$ cat config.mk
export PLATFORM = sky130hd
export DESIGN_NAME = scan_resp_misr_flat
export DESIGN_NICKNAME = d
export VERILOG_FILES = /design/src/rtl/scan_resp_misr_if.sv /design/src/rtl/scan_resp_misr.sv /design/src/flat_wrapper.sv
export SDC_FILE = /design/constraint.sdc
export NUM_CORES = 1
export LEC_CHECK = 0
export BUFFER_PORTS_ARGS = -buffer_cell sky130_fd_sc_hd__buf_2
export CORE_ASPECT_RATIO = 0.5
export CORE_UTILIZATION = 60
export DETAILED_ROUTE_END_ITERATION = 8
export GPL_ROUTABILITY_DRIVEN = 0
export PLACE_DENSITY = 0.86
export SLEW_MARGIN = 20
export SYNTH_ARGS = -nofsm -noshare
export SYNTH_HDL_FRONTEND = slang
export SYNTH_SLANG_ARGS = --single-unit
$ cat constraint.sdc
create_clock -name clk -period 4.3 [get_ports clk]
set_input_delay 0 -clock clk [delete_from_list [all_inputs] [get_ports clk]]
set_output_delay 0 -clock clk [all_outputs]
set_load 0.02 [all_outputs]
$ cat src/rtl/scan_resp_misr_if.sv
// scan_resp_misr_if: scan-out stream and controller status in, frame and signature results out
interface scan_resp_misr_if #(
    parameter int FF_NUM = 11,
    parameter int SIG_W = 16
);
    logic lock;
    logic shift_en;
    logic test_se;
    logic scan_done;
    logic scan_out;
    logic [19:0] scan_num;
    logic [SIG_W-1:0] sig_expect;
    logic frame_valid;
    logic [FF_NUM-1:0] frame_data;
    logic [19:0] frame_cnt;
    logic [SIG_W-1:0] signature;
    logic sig_valid;
    logic pass;
    logic fail;
    logic lock_lost;
    modport master (
        output lock, shift_en, test_se, scan_done, scan_out, scan_num, sig_expect,
        input frame_valid, frame_data, frame_cnt, signature, sig_valid, pass, fail, lock_lost
    );
    modport slave (
        input lock, shift_en, test_se, scan_done, scan_out, scan_num, sig_expect,
        output frame_valid, frame_data, frame_cnt, signature, sig_valid, pass, fail, lock_lost
    );
endinterface

$ cat src/rtl/scan_resp_misr.sv
// scan_resp_misr: qualifies scan-out bits, frames them, compresses them into a SISR and reports pass/fail
module scan_resp_misr #(
    parameter int FF_NUM = 11,
    parameter int SIG_W = 16,
    parameter logic [SIG_W-1:0] POLY = 16'h1021,
    parameter logic [SIG_W-1:0] SEED = 16'hFFFF
) (
    input logic clk,
    input logic rst_n,
    scan_resp_misr_if.slave bus
);
    localparam int CW = $clog2(FF_NUM);
    localparam int DW = $clog2(FF_NUM + 4);
    typedef enum logic [1:0] {IDLE, RUN, DRAIN, REPORT} state_t;
    state_t state;
    logic [SIG_W-1:0] misr;
    logic [FF_NUM-2:0] shreg;
    logic [CW-1:0] bit_cnt;
    logic [DW-1:0] drain_cnt;
    logic timeout;
    logic v;
    logic last_bit;
    logic ok;
    logic [FF_NUM-1:0] frame_nxt;
    logic [SIG_W-1:0] misr_nxt;
    assign v = bus.lock & bus.shift_en & bus.test_se;
    assign last_bit = v && bit_cnt == CW'(FF_NUM - 1);
    assign frame_nxt = {shreg, bus.scan_out};
    assign misr_nxt = {misr[SIG_W-2:0], 1'b0} ^ (misr[SIG_W-1] ? POLY : '0) ^ {{(SIG_W-1){1'b0}}, bus.scan_out};
    assign ok = misr == bus.sig_expect && bus.frame_cnt == bus.scan_num + 20'd1 && !bus.lock_lost && !timeout;
    // bit qualification, framing, compression and run sequencing; the report cycle overrides per-run state
    always_ff @(posedge clk or negedge rst_n) begin
        if (!rst_n) begin
            state <= IDLE;
            misr <= SEED;
            shreg <= '0;
            bit_cnt <= '0;
            drain_cnt <= '0;
            timeout <= 1'b0;
            bus.frame_valid <= 1'b0;
            bus.frame_data <= '0;
            bus.frame_cnt <= '0;
            bus.signature <= '0;
            bus.sig_valid <= 1'b0;
            bus.pass <= 1'b0;
            bus.fail <= 1'b0;
            bus.lock_lost <= 1'b0;
        end else begin
            bus.frame_valid <= 1'b0;
            bus.sig_valid <= 1'b0;
            if (v) begin
                shreg <= frame_nxt[FF_NUM-2:0];
                misr <= misr_nxt;
                bit_cnt <= last_bit ? '0 : bit_cnt + CW'(1);
                if (last_bit) begin
                    bus.frame_data <= frame_nxt;
                    bus.frame_valid <= 1'b1;
                    bus.frame_cnt <= bus.frame_cnt == '1 ? bus.frame_cnt : bus.frame_cnt + 20'd1;
                end
            end else if (!bus.lock && bit_cnt != '0) begin
                bit_cnt <= '0;
                bus.lock_lost <= 1'b1;
            end
            case (state)
                IDLE: begin
                    drain_cnt <= '0;
                    state <= bus.scan_done ? DRAIN : v ? RUN : IDLE;
                end
                RUN: begin
                    drain_cnt <= '0;
                    state <= bus.scan_done ? DRAIN : RUN;
                end
                DRAIN: begin
                    if (bit_cnt == '0 && !v) begin
                        state <= REPORT;
                    end else if (drain_cnt == DW'(FF_NUM + 3)) begin
                        state <= REPORT;
                        timeout <= 1'b1;
                    end else begin
                        drain_cnt <= drain_cnt + DW'(1);
                    end
                end
                REPORT: begin
                    bus.signature <= misr;
                    bus.sig_valid <= 1'b1;
                    bus.pass <= ok;
                    bus.fail <= !ok;
                    misr <= SEED;
                    bus.frame_cnt <= '0;
                    bit_cnt <= '0;
                    bus.lock_lost <= 1'b0;
                    timeout <= 1'b0;
                    state <= IDLE;
                end
            endcase
        end
    end
endmodule
$ cat src/flat_wrapper.sv
// flat-port wrapper written by rule: the top's interface ports become plain ports
module scan_resp_misr_flat 
#(
    parameter int FF_NUM = 11,
    parameter int SIG_W = 16,
    parameter logic [SIG_W-1:0] POLY = 16'h1021,
    parameter logic [SIG_W-1:0] SEED = 16'hFFFF
)
  (clk, rst_n, bus_lock, bus_shift_en, bus_test_se, bus_scan_done, bus_scan_out, bus_scan_num, bus_sig_expect, bus_frame_valid, bus_frame_data, bus_frame_cnt, bus_signature, bus_sig_valid, bus_pass, bus_fail, bus_lock_lost);
  scan_resp_misr_if #(.FF_NUM(FF_NUM), .SIG_W(SIG_W)) bus_i ();
  input logic clk;
  input logic rst_n;
  input wire logic [$bits(bus_i.lock)-1:0] bus_lock;
  input wire logic [$bits(bus_i.shift_en)-1:0] bus_shift_en;
  input wire logic [$bits(bus_i.test_se)-1:0] bus_test_se;
  input wire logic [$bits(bus_i.scan_done)-1:0] bus_scan_done;
  input wire logic [$bits(bus_i.scan_out)-1:0] bus_scan_out;
  input wire logic [$bits(bus_i.scan_num)-1:0] bus_scan_num;
  input wire logic [$bits(bus_i.sig_expect)-1:0] bus_sig_expect;
  output wire logic [$bits(bus_i.frame_valid)-1:0] bus_frame_valid;
  output wire logic [$bits(bus_i.frame_data)-1:0] bus_frame_data;
  output wire logic [$bits(bus_i.frame_cnt)-1:0] bus_frame_cnt;
  output wire logic [$bits(bus_i.signature)-1:0] bus_signature;
  output wire logic [$bits(bus_i.sig_valid)-1:0] bus_sig_valid;
  output wire logic [$bits(bus_i.pass)-1:0] bus_pass;
  output wire logic [$bits(bus_i.fail)-1:0] bus_fail;
  output wire logic [$bits(bus_i.lock_lost)-1:0] bus_lock_lost;
  assign bus_i.lock = bus_lock;
  assign bus_i.shift_en = bus_shift_en;
  assign bus_i.test_se = bus_test_se;
  assign bus_i.scan_done = bus_scan_done;
  assign bus_i.scan_out = bus_scan_out;
  assign bus_i.scan_num = bus_scan_num;
  assign bus_i.sig_expect = bus_sig_expect;
  assign bus_frame_valid = bus_i.frame_valid;
  assign bus_frame_data = bus_i.frame_data;
  assign bus_frame_cnt = bus_i.frame_cnt;
  assign bus_signature = bus_i.signature;
  assign bus_sig_valid = bus_i.sig_valid;
  assign bus_pass = bus_i.pass;
  assign bus_fail = bus_i.fail;
  assign bus_lock_lost = bus_i.lock_lost;
  scan_resp_misr #(.FF_NUM(FF_NUM), .SIG_W(SIG_W), .POLY(POLY), .SEED(SEED)) u_core (.clk(clk), .rst_n(rst_n), .bus(bus_i));
endmodule
==> impl_summary.txt <==
----------------------------------------------------
[Floorplanning]
  Core area ... 7597 sq um
  Initial cell density of the core ... 64.08%
  # rows ... 22
  Die Footprint ... 8500 sq um
  Height of the die ... between 60 and 70 microns
  Number of top-level design ports ... 95
  Floorplan die width ... 129.4 microns

[Timing]
  Worst Max-Slew Pin Slew ... 1.064 ns
  Worst Hold Margin ... 0.1493 ns
  Worst clock skew on the final layout ... 0.007739 ns
  Maximum achievable frequency ... 359.8 MHz
  Worst rel slew slack ... 29.06%
  Final setup violating endpoints ... 0
  Setup repair after global routing missed its margin ... no
  Slew Limit Fails ... 0
  Share of the clock period used by the worst path ... 64.64%
  Final hold vios ... 0
  Shortest clock period the worst path allows after layout ... between 2 and 3 ns
  Setup_tns ... 0 ns

[Yosys]
  Synthesized area ... about 5000 sq um
  Number of enable flip-flop cells after synthesis ... 0
  Number of register bits inferred by synthesis ... 89
  Yosys top cell area share ... 37.52%
  Share of synthesized flip-flops with an asynchronous set or reset ... 100.0%
  Primary FF master, synth ... sky130_fd_sc_hd__dfrtp_1
  Largest area contributor in the netlist ... sky130_fd_sc_hd__dfrtp_1
  Largest cells by area after synthesis ... sky130_fd_sc_hd__dfrtp_1 (38%), sky130_fd_sc_hd__nand2_1 (9.8%), sky130_fd_sc_hd__dfstp_2 (8.6%)
  Portion of the post-synthesis area used by sequential elements ... 46.16%
  Warning count from the yosys run ... 0
  Library cells used by synthesis ... between 50 and 60
  Synthesized net count ... approximately 570
  Synthesized area per cell ... around 9.4 sq um
  Post-Synthesis Cells ... 517

[Placed design]
  Port buffer count ... 94
  Cell count after placement ... 696
  Total half-perimeter wirelength after legalization and detailed placement ... 7.475 mm
  Instance area after placement ... approximately 5400 sq um

[Clocking]
  Count of clock tree sinks ... 89
  Clock tree from TritonCTS ... done
  Clock buffers created by TritonCTS ... 9
  H-tree depth ... 3
  Clock Tree Root ... sky130_fd_sc_hd__clkbuf_16
  Worst-Skew Late Latency ... between 0.3 and 0.4 ns
  Clock transition at path regs ... 0.06 ns
  Setup repair bufs after CTS ... 0
  Clock Path Buffers ... 2

[Routing]
  TritonRoute pass-1 iters ... 7
  Starting DRC count in detailed routing ... 354
  Mean number of vias per cell ... 5.662
  Vias ... 4054
  Average wire per standard cell ... ~15 microns
  Post-route DRC ... 0
  Remaining antenna violation count ... 0
  Routed Wire Length ... 10.72 mm

[Worst setup path]
  Kind of launch point of the worst setup path ... input port
  Largest fanout of any net on the critical path ... 27
  Startpoint of the worst register-to-register path ... u_core.bus.frame_cnt[12]
  Timing startpoint of the critical path ... bus_lock
  Register-to-register setup slack ... 1.78 ns
  Endpoint kind of the worst setup timing path ... flip-flop
  Data required time at the worst endpoint ... 4.49 ns
  Signal arrival time at the worst endpoint ... approximately 3 ns
  Worst reg-to-reg path cell count ... 6
  Type of the worst setup path ... in2reg
  Endpoint of the worst setup timing path ... u_core.bus.frame_cnt[14]
  Capture point of the worst reg-to-reg path ... u_core.bus.frame_cnt[0]

[Pwr]
  Leakage power ... 2.768 nW
  Max VDD drop ... 0.3506 mV
  Power, Total ... 2.872 mW
  Total power per unit cell area ... 501.7 nW/um^2

[Cells and area]
  Leading cell types in the layout, fill and taps excluded ... sky130_fd_sc_hd__nand2_1 (127), sky130_fd_sc_hd__buf_2 (93), sky130_fd_sc_hd__dfrtp_1 (73)
  Total non-filler cell area in the finished layout ... 5725 sq um
  # fillers ... 541
  Share of layout cells above drive strength 1 ... 23.68%
  Total area of multi-input combinational cells ... 2480 sq um
  Post-route non-filler standard cell count ... 716
  Sequential cell area ... 2247 sq um
  Layout area overhead ... 17.60%
  # nets final ... 653
  Leading cell type in the layout, fill and taps excluded ... sky130_fd_sc_hd__nand2_1
  Number of antenna cells inserted ... 0

[Worst hold path]
  Path type of the worst min-delay path ... in2reg

[GRT]
  Initial antenna violation count ... 0
  Maximum number of pins on one net before global-route repair ... 90
  Aggregate global routing overflow ... 0
  Wire length of the first global-routing pass ... around 18 mm
  Global-route total usage across every layer ... 27.21%
  Number of global-route vias before repair ... between 3000 and 4000

[Outcome]
  Run status ... finished clean

[Run]
  Number of maximum-capacitance constraint violations ... 0

----------------------------------------------------
synthesized netlist by cell type (all sizes together), types with 4 or more instances:
master,count
nand3b,4
nand2,127
nor3,8
dfstp,16
xor2,27
ha,7
nor3b,5
and2,6
dfrtp,73
nor4b,5
a211oi,4
inv,9
and3,4
nand4,20
a31oi,4
o21ai,11
nor4,12
nand3,27
buf,11
mux2,11
xnor2,38
nor2,37
o211ai,4
and4,4
clkbuf,14
a21oi,8
how the worst min path moves through the flow:
stage / start / to / slack, ns / cells after the start
3_5_place_dp: rst_n / u_core.bus.frame_data[4] / 0.26 / 1
3_3_place_gp: bus_scan_out / u_core.shreg[0] / 0.25 / 3
6_report: bus_scan_num[19] / u_core.bus.fail / 0.15 / 4
2_1_floorplan: rst_n / u_core.bit_cnt[0] / -0.30 / 0
5_1_grt: bus_scan_num[19] / u_core.bus.fail / 0.18 / 4
4_1_cts: bus_scan_num[19] / u_core.bus.fail / 0.14 / 4
power by group:
part	total (mW)	switching, mW	leakage (nW)	internal [mW]
Combinational	0.800	0.498	1.49	0.302
Sequential	1.30	0.208	1.13	1.10
Clock	0.768	0.317	0.143	0.452
critical path, stage by stage:
cell	delay [ns]
sky130_fd_sc_hd__dlygate4sd3_1	0.52
sky130_fd_sc_hd__buf_2	0.14
sky130_fd_sc_hd__and3_1	0.86
sky130_fd_sc_hd__nand3_1	0.44
sky130_fd_sc_hd__nor4_2	0.59
sky130_fd_sc_hd__nand4_1	0.19
sky130_fd_sc_hd__xor2_1	0.16
sky130_fd_sc_hd__nor2_1	0.05
metal layers:
metal,vias up,wire length (microns),global-route usage (%)
met4,0,153,8.676
met2,148,5014,44.89
met3,17,614,5.619
li1,1942,-,-
met1,1947,4935,36.32
met5,-,0,0
registers in the layout, summed over array words and instances, names as in the netlist:
name	flops
u_core.timeout	1
u_core.bit_cnt	4
u_core.bus.sig_valid	1
u_core.bus.signature	16
u_core.bus.pass	1
u_core.bus.frame_cnt	20
u_core.misr	16
u_core.shreg	10
u_core.bus.frame_data	11
u_core.state	2
u_core.bus.lock_lost	1
u_core.bus.fail	1
u_core.bus.frame_valid	1
u_core.drain_cnt	4
logic make-up after synthesis:
logic type | after synthesis | share of synthesized area (%)
multiplexers | 13 | 2.956
buffers and inverters | 34 | 2.904
flip-flops | 89 | 46.16
adder cells (fa/ha/maj) | 7 | 1.799
AND/OR/NAND/NOR | 264 | 27.86
AO/OA/AOI/OAI | 45 | 6.631
XOR/XNOR | 65 | 11.69
stage by stage:
step	utilization, %	setup WS, ns
global placement	70.87	1.910
detailed placement	70.87	1.828
finish	75.36	1.521
global route	75.36	1.282
floorplan	-	2.251
CTS	75.31	1.588
cell type report:
type / count / area share (%)
Clock buffer: 10 / 3.999
Clock inverter: 6 / 1.202
Inverter: 9 / 0.5900
Multi-Input combinational cell: 394 / 43.31
Sequential cell: 89 / 39.25
Tap cell: 108 / 2.360
Timing Repair Buffer: 100 / 9.288
timing repair:
item                                    in CTS  in global routing
hold buffers                                 4                  0
resized for setup                            0                  0
endpoints found under the hold margin       80                  0
endpoints found under the setup margin       0                  0
No activity file was read; power rests on OpenSTA's default activity.
